## config.mk

```make
export PLATFORM = sky130hd
export DESIGN_NAME = fpnew_special_encoder
export DESIGN_NICKNAME = d
export VERILOG_FILES = /design/src/rtl/fpnew_special_encoder.sv
export SDC_FILE = /design/constraint.sdc
export NUM_CORES = 1
export LEC_CHECK = 0
export CAP_MARGIN = 20
export CORE_MARGIN = 2
export CORE_UTILIZATION = 33
export DETAILED_ROUTE_END_ITERATION = 7
export GPL_ROUTABILITY_DRIVEN = 0
export PLACE_DENSITY = 0.86
export SLEW_MARGIN = 20
export SYNTH_ARGS = -nofsm -noshare
export SYNTH_HDL_FRONTEND = slang
export SYNTH_SLANG_ARGS = --single-unit
```

## constraint.sdc

```tcl
create_clock -name clk_i -period 1.15 [get_ports clk_i]
set_input_delay 0.23 -clock clk_i [delete_from_list [all_inputs] [get_ports clk_i]]
set_output_delay 0.23 -clock clk_i [all_outputs]
set_load 0.02 [all_outputs]
```

## src/rtl/fpnew_special_encoder.sv

```systemverilog
// fpnew_special_encoder: pipelined generator of canonical IEEE-754 special and boundary encodings.
// Optional macro FPNEW_SPECIAL_ENC_INFO_EN adds a registered classification output info_o.

package fpnew_special_encoder_pkg;
  // Format indices follow fpnew: 0 FP32, 1 FP64, 2 FP16, 3 FP8, 4 FP16ALT.
  function automatic int unsigned exp_bits(int unsigned fmt);
    case (fmt)
      1:       return 11;
      2, 3:    return 5;
      default: return 8;
    endcase
  endfunction

  function automatic int unsigned man_bits(int unsigned fmt);
    case (fmt)
      1:       return 52;
      2:       return 10;
      3:       return 2;
      4:       return 7;
      default: return 23;
    endcase
  endfunction

  function automatic int unsigned fp_width(int unsigned fmt);
    return 1 + exp_bits(fmt) + man_bits(fmt);
  endfunction

  typedef struct packed {
    logic is_normal;
    logic is_subnormal;
    logic is_zero;
    logic is_inf;
    logic is_nan;
    logic is_signalling;
    logic is_quiet;
    logic is_boxed;
  } fp_info_t;
endpackage

module fpnew_special_encoder
  import fpnew_special_encoder_pkg::*;
#(
  parameter int unsigned FpFormat    = 0,
  parameter int unsigned OutWidth    = fp_width(FpFormat),
  parameter int unsigned NumPipeRegs = 1,
  parameter int unsigned TagWidth    = 1
) (
  input  logic                clk_i,
  input  logic                rst_ni,
  input  logic [2:0]          class_i,
  input  logic                sign_i,
  input  logic                box_i,
  input  logic [TagWidth-1:0] tag_i,
  input  logic                in_valid_i,
  output logic                in_ready_o,
  input  logic                flush_i,
  output logic [OutWidth-1:0] result_o,
`ifdef FPNEW_SPECIAL_ENC_INFO_EN
  output fp_info_t            info_o,
`endif
  output logic [TagWidth-1:0] tag_o,
  output logic                out_valid_o,
  input  logic                out_ready_i,
  output logic                busy_o
);

  localparam int unsigned E     = exp_bits(FpFormat);
  localparam int unsigned M     = man_bits(FpFormat);
  localparam int unsigned WIDTH = 1 + E + M;

  localparam logic [2:0] CLS_ZERO     = 3'd0;
  localparam logic [2:0] CLS_INF      = 3'd1;
  localparam logic [2:0] CLS_QNAN     = 3'd2;
  localparam logic [2:0] CLS_SNAN     = 3'd3;
  localparam logic [2:0] CLS_MAX_NORM = 3'd4;
  localparam logic [2:0] CLS_MIN_NORM = 3'd5;
  localparam logic [2:0] CLS_MIN_SUB  = 3'd6;
  localparam logic [2:0] CLS_ONE      = 3'd7;

  if (OutWidth < WIDTH) begin : g_bad_width
    $fatal(1, "fpnew_special_encoder: OutWidth must be at least the format width");
  end

  logic          enc_sign;
  logic [E-1:0]  enc_exp;
  logic [M-1:0]  enc_man;

  always_comb begin
    enc_sign = sign_i;
    enc_exp  = '0;
    enc_man  = '0;
    case (class_i)
      CLS_INF: enc_exp = '1;
      CLS_QNAN: begin
        enc_sign       = 1'b0;
        enc_exp        = '1;
        enc_man[M-1]   = 1'b1;
      end
      CLS_SNAN: begin
        enc_sign   = 1'b0;
        enc_exp    = '1;
        enc_man[0] = 1'b1;
      end
      CLS_MAX_NORM: begin
        enc_exp = {{(E-1){1'b1}}, 1'b0};
        enc_man = '1;
      end
      CLS_MIN_NORM: enc_exp[0] = 1'b1;
      CLS_MIN_SUB:  enc_man[0] = 1'b1;
      CLS_ONE:      enc_exp = {1'b0, {(E-1){1'b1}}};
      default: ;
    endcase
  end

  // Boxing happens before stage 0 so every stage carries the full-width word.
  logic [OutWidth-1:0] enc_data;

  if (OutWidth > WIDTH) begin : g_box
    assign enc_data = {{(OutWidth-WIDTH){box_i}}, enc_sign, enc_exp, enc_man};
  end else begin : g_nobox
    logic unused_box;
    assign unused_box = box_i;
    assign enc_data   = {enc_sign, enc_exp, enc_man};
  end

`ifdef FPNEW_SPECIAL_ENC_INFO_EN
  fp_info_t info_in;

  always_comb begin
    info_in               = '0;
    info_in.is_normal     = (class_i == CLS_MAX_NORM) || (class_i == CLS_MIN_NORM) ||
                            (class_i == CLS_ONE);
    info_in.is_subnormal  = (class_i == CLS_MIN_SUB);
    info_in.is_zero       = (class_i == CLS_ZERO);
    info_in.is_inf        = (class_i == CLS_INF);
    info_in.is_nan        = (class_i == CLS_QNAN) || (class_i == CLS_SNAN);
    info_in.is_signalling = (class_i == CLS_SNAN);
    info_in.is_quiet      = (class_i == CLS_QNAN);
    info_in.is_boxed      = box_i || (OutWidth == WIDTH);
  end
`endif

  if (NumPipeRegs == 0) begin : g_comb
    logic unused_ctrl;
    assign unused_ctrl = ^{clk_i, rst_ni, flush_i};
    assign in_ready_o  = out_ready_i;
    assign out_valid_o = in_valid_i;
    assign result_o    = enc_data;
    assign tag_o       = tag_i;
    assign busy_o      = 1'b0;
`ifdef FPNEW_SPECIAL_ENC_INFO_EN
    assign info_o      = info_in;
`endif
  end else begin : g_pipe
    logic [NumPipeRegs-1:0] valid_reg;
    logic [NumPipeRegs-1:0] stage_ready;
    logic [OutWidth-1:0]    data_reg [NumPipeRegs];
    logic [TagWidth-1:0]    tag_reg  [NumPipeRegs];
`ifdef FPNEW_SPECIAL_ENC_INFO_EN
    fp_info_t               info_reg [NumPipeRegs];
`endif

    for (genvar gi = 0; gi < NumPipeRegs; gi++) begin : g_stage
      logic                prev_valid;
      logic [OutWidth-1:0] prev_data;
      logic [TagWidth-1:0] prev_tag;
      logic                next_ready;
`ifdef FPNEW_SPECIAL_ENC_INFO_EN
      fp_info_t            prev_info;
`endif

      if (gi == 0) begin : g_first
        assign prev_valid = in_valid_i;
        assign prev_data  = enc_data;
        assign prev_tag   = tag_i;
`ifdef FPNEW_SPECIAL_ENC_INFO_EN
        assign prev_info  = info_in;
`endif
      end else begin : g_chain
        assign prev_valid = valid_reg[gi-1];
        assign prev_data  = data_reg[gi-1];
        assign prev_tag   = tag_reg[gi-1];
`ifdef FPNEW_SPECIAL_ENC_INFO_EN
        assign prev_info  = info_reg[gi-1];
`endif
      end

      if (gi == NumPipeRegs - 1) begin : g_last
        assign next_ready = out_ready_i;
      end else begin : g_inner
        assign next_ready = stage_ready[gi+1];
      end

      // A stage can take new data when it is empty or its content is leaving this cycle.
      assign stage_ready[gi] = ~valid_reg[gi] | next_ready;

      always_ff @(posedge clk_i or negedge rst_ni) begin
        if (!rst_ni) begin
          valid_reg[gi] <= 1'b0;
        end else if (flush_i) begin
          valid_reg[gi] <= 1'b0;
        end else if (stage_ready[gi]) begin
          valid_reg[gi] <= prev_valid;
        end
      end

      always_ff @(posedge clk_i or negedge rst_ni) begin
        if (!rst_ni) begin
          data_reg[gi] <= '0;
          tag_reg[gi]  <= '0;
`ifdef FPNEW_SPECIAL_ENC_INFO_EN
          info_reg[gi] <= '0;
`endif
        end else if (prev_valid && stage_ready[gi]) begin
          data_reg[gi] <= prev_data;
          tag_reg[gi]  <= prev_tag;
`ifdef FPNEW_SPECIAL_ENC_INFO_EN
          info_reg[gi] <= prev_info;
`endif
        end
      end
    end

    assign in_ready_o  = stage_ready[0];
    assign out_valid_o = valid_reg[NumPipeRegs-1];
    assign result_o    = data_reg[NumPipeRegs-1];
    assign tag_o       = tag_reg[NumPipeRegs-1];
    assign busy_o      = |valid_reg;
`ifdef FPNEW_SPECIAL_ENC_INFO_EN
    assign info_o      = info_reg[NumPipeRegs-1];
`endif
  end

endmodule

```

---- Word level (Yosys, flattened, before mapping) ----
Index checks and enable logic that the tools add are counted.
cells by class
  muxes and demuxes ....................... 8
  bitwise logic cells ..................... 2
  reductions and logical operators ........ 7
  equal/unequal tests ..................... 7
operators by type and width
  cell                                           number
  two-way mux 21 bit                             1
  case mux 7 bit (2 select lines)                1
  == test 3 bit, second input constant           4
  == test 3 x 2 -> 1 bit, second input constant  2
  two-way mux 1 bit                              6
  OR reduction 5 bit                             1
  OR reduction 2 bit                             2
  OR reduction 4 bit                             1
  == test 3 x 1 -> 1 bit, second input constant  1
  OR reduction 3 bit                             1
  nonzero test 2 bit                             1
  logical AND 1 bit                              1
  inverter 1 bit                                 1
  OR 1 bit                                       1
word-level totals
  logic and storage cells ................. 27
  bits in registers ....................... 34

---- Logic depth before layout (Yosys ltp) ----
Gate-level depths: netlist (run 1).
  depth in word-level cells ............... 4
  mapped depth ............................ 4

---- Worst setup path after synthesis (run 1) ----
Ideal clock, no wire load.
  path kind ............................... reg2reg
  start ................................... register g_pipe.valid_reg, in the netlist busy_o
  end ..................................... register g_pipe.data_reg (netlist bit result_o[30])
  setup slack ............................. -79 ps
  stages on the path, launching flop included .. 5
  buffers on the path ..................... 1
  arrival time ............................ 1105 ps
  required time ........................... 1025 ps
  cell sequence ........................... dfrtp_1 > nand2b_1 > buf_6 > nand2_4 > mux2_2
between the ends
  word-level cells in the longest chain between the ends .. 3
ends and longest elaborated chain
  element                           RTL line  RTL
  start: declaration                155       logic [NumPipeRegs-1:0] valid_reg;
  start signal: indexed assignment  203       valid_reg[gi] <= prev_valid;
  inverter 1 bit                    195       assign stage_ready[gi] = ~valid_reg[gi] | next_ready;
  OR 1 bit                          195
  named net in_ready_o              55        output logic in_ready_o,
  logical AND 1 bit                 214       end else if (prev_valid && stage_ready[gi]) begin
  end signal: indexed assignment    215       data_reg[gi] <= prev_data;
  end: declaration                  157       logic [OutWidth-1:0] data_reg [NumPipeRegs];
The timed path passes the listed nets, and every way through them passes these cells.
A chain may end at the register's enable or synchronous reset.

---- Worst setup path in the final report (run 1) ----
  start ................................... register g_pipe.data_reg (netlist bit result_o[21])
  end ..................................... output result_o[21]
RTL lines
  element           RTL line  RTL
  end: declaration  57        output logic [OutWidth-1:0] result_o,
No word-level cell between the ends.

==> metrics.txt, run 1 <==
# TYPE chip_impl_metric gauge
chip_impl_info{name="status",value="finished, violations left"} 1
chip_impl_info{name="violations_in_the_final_reports",value="negative setup slack"} 1
chip_impl_info{name="critical_path.startpoint",value="result_o[21]"} 1
chip_impl_metric{name="finish.instance_area",unit="um2"} 1003
chip_impl_metric{name="clk_transition_reported_paths",unit="ps"} 60
chip_impl_metric{name="ctsHtreeMaxLevel",unit=""} 1
chip_impl_metric{name="fin_nets",unit=""} 113
chip_impl_metric{name="pin_count_of_the_biggest_net_entering_global_routing",unit=""} 10
chip_impl_metric{name="max-clock-path-buffers",unit=""} 2
chip_impl_metric{name="async_set_or_reset_register_ratio_after_synthesis",unit=""} 1.000
chip_impl_metric{name="postLayoutSetupSlackWorst",unit="ps"} -86.15
chip_impl_metric{name="final_critical_path_required_period",unit="ps"} 1236
chip_impl_metric{name="timing.slew.headroom",unit=""} 0.7186
chip_impl_info{name="unrepaired_setup_endpoints_after_global_routing",value="true"} 1
chip_impl_info{name="yosysMostFrequentCell",value="sky130_fd_sc_hd__buf_4"} 1
chip_impl_metric{name="cts_hold_buf",unit=""} 0
chip_impl_info{name="hold_path.class",value="in2async"} 1
chip_impl_metric{name="synth_enable_flop_cells",unit=""} 0
chip_impl_metric{name="number_of_clock_sinks",unit=""} 9
chip_impl_metric{name="die_area",unit="um2"} 2281
chip_impl_metric{name="initial_core_util",unit=""} 0.3582
chip_impl_metric{name="crit_path_max_fanout",unit=""} 8
chip_impl_metric{name="report.final.setup_viol",unit=""} 16
chip_impl_metric{name="global_route_wire_length_before_repair",unit="um"} 2042
chip_impl_metric{name="fmax",unit="GHz"} 0.8090
chip_impl_metric{name="via_count",unit=""} 541
chip_impl_metric{name="grt_util_all_layers",unit=""} 0.1396
chip_impl_metric{name="antenna-diode-count",unit=""} 0
chip_impl_info{name="ctsRootBufferMaster",value="sky130_fd_sc_hd__clkbuf_4"} 1
chip_impl_metric{name="vdd.ir_drop.worst",unit="uV"} 705.8
chip_impl_metric{name="drt_iter0_markers",unit=""} 4
chip_impl_info{name="cts_tree",value="built"} 1
chip_impl_info{name="destination_of_the_worst_register_to_register_timing_path",value="tag_o"} 1
chip_impl_metric{name="die_height",unit="um"} 47.76
chip_impl_info{name="yosysTopAreaCell",value="sky130_fd_sc_hd__dfrtp_1"} 1
chip_impl_metric{name="required",unit="ps"} 920
chip_impl_metric{name="max_cap_viol_count",unit=""} 0
chip_impl_info{name="worstSetupEndpointType",value="primary output"} 1
chip_impl_metric{name="wire_per_inst",unit="um"} 11.96
chip_impl_metric{name="synthesis.instances",unit=""} 64
chip_impl_metric{name="overflow",unit=""} 0
chip_impl_info{name="regToRegStartpoint",value="busy_o"} 1
chip_impl_metric{name="initial_antenna_violation_count",unit=""} 0
chip_impl_metric{name="clkLatencyLatePin",unit="ps"} 270
chip_impl_metric{name="area_growth_syn_to_layout",unit="%"} 58.81
chip_impl_metric{name="drcViolationCount",unit=""} 0
chip_impl_metric{name="transition_time_at_the_pin_with_the_least_slew_margin",unit="ps"} 420.8
chip_impl_metric{name="timing.reg2reg.worst_path_depth",unit=""} 4
chip_impl_metric{name="clock_skew",unit="ps"} 3.679
chip_impl_metric{name="hold_viol_final",unit=""} 0
chip_impl_metric{name="coreArea",unit="um2"} 1764
chip_impl_metric{name="synth_area",unit="um2"} 631.9
chip_impl_metric{name="crit_arrival",unit="ps"} 1010
chip_impl_metric{name="p_leak",unit="nW"} 0.5153
chip_impl_metric{name="cts_buffers",unit=""} 3
chip_impl_metric{name="grt.met2_usage",unit=""} 0.2453
chip_impl_metric{name="ant_nets",unit=""} 0
chip_impl_metric{name="global_routing_met1_resource_utilization",unit=""} 0.1412
chip_impl_info{name="ys_top_cells_by_count",value="26 x sky130_fd_sc_hd__buf_4, 9 x sky130_fd_sc_hd__dfrtp_1, 3 x sky130_fd_sc_hd__a21oi_1, 3 x sky130_fd_sc_hd__mux2_2"} 1
chip_impl_metric{name="synth-warning-count",unit=""} 0
chip_impl_metric{name="met3_usage",unit=""} 0.04906
chip_impl_metric{name="dpl-instance-area",unit="um2"} 973.4
chip_impl_metric{name="post_synth.cell_area_avg",unit="um2"} 9.873
chip_impl_metric{name="firstDrtPassIters",unit=""} 2
chip_impl_metric{name="yosys_register_bits",unit=""} 9
chip_impl_metric{name="row_count",unit=""} 15
chip_impl_metric{name="synthesized_nets",unit=""} 75
chip_impl_metric{name="post_route_cells_drive_above_1_share",unit=""} 0.6436
chip_impl_metric{name="power_density_over_the_cells",unit="nW/um2"} 1163
chip_impl_metric{name="ys_seq_area_frac",unit=""} 0.3564
chip_impl_metric{name="drt-total-wl",unit="um"} 1507
chip_impl_metric{name="top_level_ports",unit=""} 47
chip_impl_info{name="cp-endpoint",value="result_o[21]"} 1
chip_impl_metric{name="detail_route.vias_per_cell",unit=""} 4.294
chip_impl_info{name="top_usage_layer",value="met2"} 1
chip_impl_metric{name="regToRegSetupSlack",unit="ps"} 80
chip_impl_metric{name="period_share",unit=""} 1.075
chip_impl_metric{name="port_buffers",unit=""} 45
chip_impl_info{name="worst_setup_path_start_kind",value="register"} 1
chip_impl_info{name="netlist_top_cells_area",value="sky130_fd_sc_hd__dfrtp_1 36%, sky130_fd_sc_hd__buf_4 31%, sky130_fd_sc_hd__mux2_2 5.3%, sky130_fd_sc_hd__buf_6 3.6%, sky130_fd_sc_hd__mux2i_1 3.2%"} 1
chip_impl_metric{name="fp.dieW",unit="um"} 47.76
chip_impl_info{name="crit_type",value="reg2out"} 1
chip_impl_metric{name="vias_in_the_first_global_route",unit=""} 455
chip_impl_metric{name="netlist.area_leader.share",unit=""} 0.3564
chip_impl_info{name="synth_top_flop_cell",value="sky130_fd_sc_hd__dfrtp_1"} 1
chip_impl_metric{name="timing.setup.tns",unit="ps"} -1331
chip_impl_metric{name="netlist-cell-type-count",unit=""} 19
chip_impl_metric{name="final-max-slew-violation-count",unit=""} 0
cells in the final DEF (no fill, tap or decap), drive strengths merged, types with 3 or more instances in the layout:
master	netlist	routed
mux2	3	3
clkdlybuf4s50	0	7
buf	28	52
dfrtp	9	9
a21oi	3	3
nor2	3	3
clkbuf	0	4
critical path, cell delays in order (launching register included):
cell and delay [ps]:
sky130_fd_sc_hd__dfrtp_2 460, sky130_fd_sc_hd__buf_6 160, sky130_fd_sc_hd__buf_6 130
layout make-up:
class                   instances  area, um2
well taps                      25      31.28
inverters                       2      7.507
flip-flops and latches          9      229.0
repair buffers                 61      513.0
clock buffers                   4      26.28
multi-input cells              25      196.4
fillers                       181      760.7
worst min path at each step:
stage                             from           end  slack (ps)  cells after the start
after detailed placement  result_o[22]  result_o[22]         490                      1
after global placement    result_o[31]  result_o[31]         490                      1
after global routing            rst_ni  result_o[31]         290                      1
final                           rst_ni  result_o[31]         260                      1
after floorplan                 rst_ni        busy_o         -70                      0
after CTS                       rst_ni  result_o[31]         270                      1
cells by family (layout without fill, tap and decap cells):
family	count (synthesis)	count (layout)	share of synthesized area
xor+xnor	2	2	0.02773
buf+inv	30	67	0.3564
compound gates	7	7	0.07128
simple gates	11	11	0.1030
mux	5	5	0.08515
flops	9	9	0.3564
power by group:
part           leakage, nW  internal [mW]  total [mW]  switching (mW)
clock               0.0150          0.134       0.254           0.120
combinational        0.395          0.248       0.528           0.281
sequential           0.105          0.356       0.385          0.0288
stage by stage:
step	hold WS [ps]	utilization	worst slack, ps	std cells	power, mW
global placement	493.6	0.5518	-465.6	116	0.9339
global route	290.9	0.5688	-123.2	126	1.225
CTS	273.6	0.5809	-84.49	126	1.188
finish	260.9	0.5688	-86.15	126	1.167
floorplan	-65.59	-	-13.13	64	0.7355
detailed placement	489.0	0.5518	-478.0	116	0.9432
sequential cells by signal, indices dropped and copies added (netlist names):
signal and count:
busy_o 1, result_o 7, tag_o 1
per-layer routing:
| metal | part of all wire | vias up | routed length (um) |
|---|---|---|---|
| met5 | 0 | - | 0 |
| met4 | 0.016 | 0 | 24 |
| met3 | 0.12 | 4 | 187 |
| met2 | 0.48 | 38 | 721 |
| met1 | 0.38 | 243 | 573 |
| li1 | - | 256 | - |
timing repair:
item	4_1_cts	5_1_grt
setup endpoints to repair	39	27
buffers inserted	5	0
gates resized for setup	183	7
gates cloned	1	0
No activity file was read; power rests on OpenSTA's default activity.
==> run 2, diff against run 1 <==
Settings changed: SETUP_SLACK_MARGIN set to 0.15.
==> run 2 against run 1 <==
Effect of this change:
- the run still ends with negative setup slack left
- core utilization up 10 points
- register-to-register slack worse by 50 ps
- clock power down 3%
- clock-buffer cell count unchanged
- first-iteration DRC count down 50%
- final cell count up 3.2%
- largest cell class unchanged
- largest power group unchanged
- highest routed layer unchanged
==> metrics.txt, run 2 (synthesis gave the netlist of run 1 again) <==
# TYPE chip_impl_metric gauge
chip_impl_info{name="status",value="finished, violations left"} 1
chip_impl_info{name="violations_in_the_final_reports",value="negative setup slack"} 1
chip_impl_metric{name="p_leak",unit="nW"} 0.5864
chip_impl_metric{name="global_route_wire_length_before_repair",unit="um"} 2277
chip_impl_metric{name="pin_count_of_the_biggest_net_entering_global_routing",unit=""} 10
chip_impl_metric{name="power_density_over_the_cells",unit="nW/um2"} 1107
chip_impl_metric{name="dp_cells",unit=""} 116
chip_impl_metric{name="post-layout-total-power",unit="mW"} 1.316
chip_impl_metric{name="fmax",unit="GHz"} 0.8113
chip_impl_metric{name="antenna-diode-count",unit=""} 0
chip_impl_info{name="worst_setup_path_start_kind",value="register"} 1
chip_impl_info{name="mostFrequentLayoutCells",value="39 x sky130_fd_sc_hd__buf_6, 12 x sky130_fd_sc_hd__buf_4, 6 x sky130_fd_sc_hd__dfrtp_1, 5 x sky130_fd_sc_hd__dlygate4sd2_1, 5 x sky130_fd_sc_hd__buf_2"} 1
chip_impl_metric{name="fp.dieW",unit="um"} 47.76
chip_impl_metric{name="layoutNonFillerInstCount",unit=""} 130
chip_impl_metric{name="timing.slew.headroom",unit=""} 0.7136
chip_impl_metric{name="clock_skew",unit="ps"} 3.373
chip_impl_metric{name="drt-total-wl",unit="um"} 1610
chip_impl_metric{name="cts_hold_buf",unit=""} 0
chip_impl_metric{name="final_core_utilization",unit=""} 0.6738
chip_impl_metric{name="detail_route.vias_per_cell",unit=""} 4.362
chip_impl_metric{name="clkLatencyLatePin",unit="ps"} 260
chip_impl_info{name="ctsRootBufferMaster",value="sky130_fd_sc_hd__clkbuf_4"} 1
chip_impl_metric{name="vdd.ir_drop.worst",unit="uV"} 740.3
chip_impl_metric{name="max-clock-path-buffers",unit=""} 2
chip_impl_info{name="hold_path.class",value="in2async"} 1
chip_impl_metric{name="period_share",unit=""} 1.072
chip_impl_metric{name="area_growth_syn_to_layout",unit="%"} 88.12
chip_impl_metric{name="ant_nets",unit=""} 0
chip_impl_metric{name="max_cap_viol_count",unit=""} 0
chip_impl_metric{name="initial_core_util",unit=""} 0.3582
chip_impl_metric{name="initial_antenna_violation_count",unit=""} 0
chip_impl_metric{name="crit_arrival",unit="ps"} 1000
chip_impl_metric{name="clk_transition_reported_paths",unit="ps"} 60
chip_impl_metric{name="regToRegSetupSlack",unit="ps"} 30
chip_impl_metric{name="coreArea",unit="um2"} 1764
chip_impl_info{name="cts_tree",value="built"} 1
chip_impl_metric{name="port_buffers",unit=""} 45
chip_impl_metric{name="report.final.setup_viol",unit=""} 16
chip_impl_metric{name="row_count",unit=""} 15
chip_impl_metric{name="die_area",unit="um2"} 2281
chip_impl_metric{name="fin_nets",unit=""} 117
chip_impl_metric{name="firstDrtPassIters",unit=""} 2
chip_impl_metric{name="largest_register_ff_count",unit=""} 7
chip_impl_metric{name="top_level_ports",unit=""} 47
chip_impl_metric{name="finish.instance_area",unit="um2"} 1189
chip_impl_metric{name="vias_in_the_first_global_route",unit=""} 509
chip_impl_metric{name="grt_util_all_layers",unit=""} 0.1528
chip_impl_metric{name="postLayoutSetupSlackWorst",unit="ps"} -82.59
chip_impl_metric{name="hold_viol_final",unit=""} 0
chip_impl_metric{name="required",unit="ps"} 920
chip_impl_metric{name="ctsHtreeMaxLevel",unit=""} 1
chip_impl_info{name="unrepaired_setup_endpoints_after_global_routing",value="true"} 1
chip_impl_metric{name="via_count",unit=""} 567
chip_impl_metric{name="post_route_cells_drive_above_1_share",unit=""} 0.7143
chip_impl_metric{name="drt_iter0_markers",unit=""} 2
chip_impl_metric{name="fill_cells",unit=""} 162
chip_impl_metric{name="drcViolationCount",unit=""} 0
chip_impl_metric{name="die_height",unit="um"} 47.76
chip_impl_metric{name="cts_buffers",unit=""} 3
chip_impl_metric{name="final-max-slew-violation-count",unit=""} 0
chip_impl_metric{name="wire_per_inst",unit="um"} 12.38
chip_impl_metric{name="overflow",unit=""} 0
chip_impl_metric{name="final_critical_path_required_period",unit="ps"} 1233
chip_impl_metric{name="number_of_clock_sinks",unit=""} 9
chip_impl_info{name="worstSetupEndpointType",value="primary output"} 1
chip_impl_metric{name="dpl-instance-area",unit="um2"} 973.4
chip_impl_info{name="crit_type",value="reg2out"} 1
chip_impl_metric{name="crit_path_max_fanout",unit=""} 8
chip_impl_metric{name="transition_time_at_the_pin_with_the_least_slew_margin",unit="ps"} 428.3
chip_impl_info{name="leading_cell_type_in_the_layout_fill_and_taps_excluded",value="sky130_fd_sc_hd__buf_6"} 1
[run 2: routing by layer]
| metal | GRT usage | vias up | wire length, um |
|---|---|---|---|
| met5 | 0 | - | 0 |
| met2 | 0.2693 | 38 | 813 |
| met3 | 0.04906 | 5 | 209 |
| li1 | - | 265 | - |
| met4 | 0.08108 | 0 | 27 |
| met1 | 0.1601 | 259 | 559 |
[run 2: critical path: stages (launching register included)]
cell and delay, ps:
sky130_fd_sc_hd__dfrtp_2 460, sky130_fd_sc_hd__buf_6 160, sky130_fd_sc_hd__buf_6 130
[run 2: report_power, final]
group | internal, mW | total (mW) | leakage, nW | switching [mW]
combinational | 0.362 | 0.668 | 0.466 | 0.305
sequential | 0.357 | 0.402 | 0.105 | 0.0456
clock | 0.134 | 0.246 | 0.0150 | 0.112
[run 2: final cells by class]
class | count | area, um2 | area share
Sequential cell | 9 | 229.0 | 0.1926
Timing Repair Buffer | 65 | 638.1 | 0.5368
Multi-Input combinational cell | 25 | 256.5 | 0.2158
Inverter | 2 | 7.507 | 0.006316
Clock buffer | 4 | 26.28 | 0.02211
Tap cell | 25 | 31.28 | 0.02632
[run 2: repair_timing]
item,in CTS,in global routing
buffers inserted,6,3
pin swaps,5,1
gates resized for setup,233,3
setup endpoints to repair,44,44
cloned,1,0
[run 2: through the flow]
step                      hold WS [ps]  setup WS, ps  setup TNS (ps)
final                            270.3        -82.59           -1267
after global routing             292.6        -121.0           -2004
after CTS                        273.6        -84.49           -1320
after detailed placement         489.0        -478.0           -9403
after global placement           493.6        -465.6           -8438
after floorplan                 -65.59        -13.13          -39.38
[run 2: final timing paths]
check,end,startpoint,depth (start not counted)
min reg2reg,result_o[31],result_o[31],1
min in group clk_i,result_o[21],class_i[0],4
max reg2reg,result_o[30],busy_o,4
max in group asynchronous,result_o[21],rst_ni,1
max,result_o[21],result_o[21],2
min,result_o[30],rst_ni,1
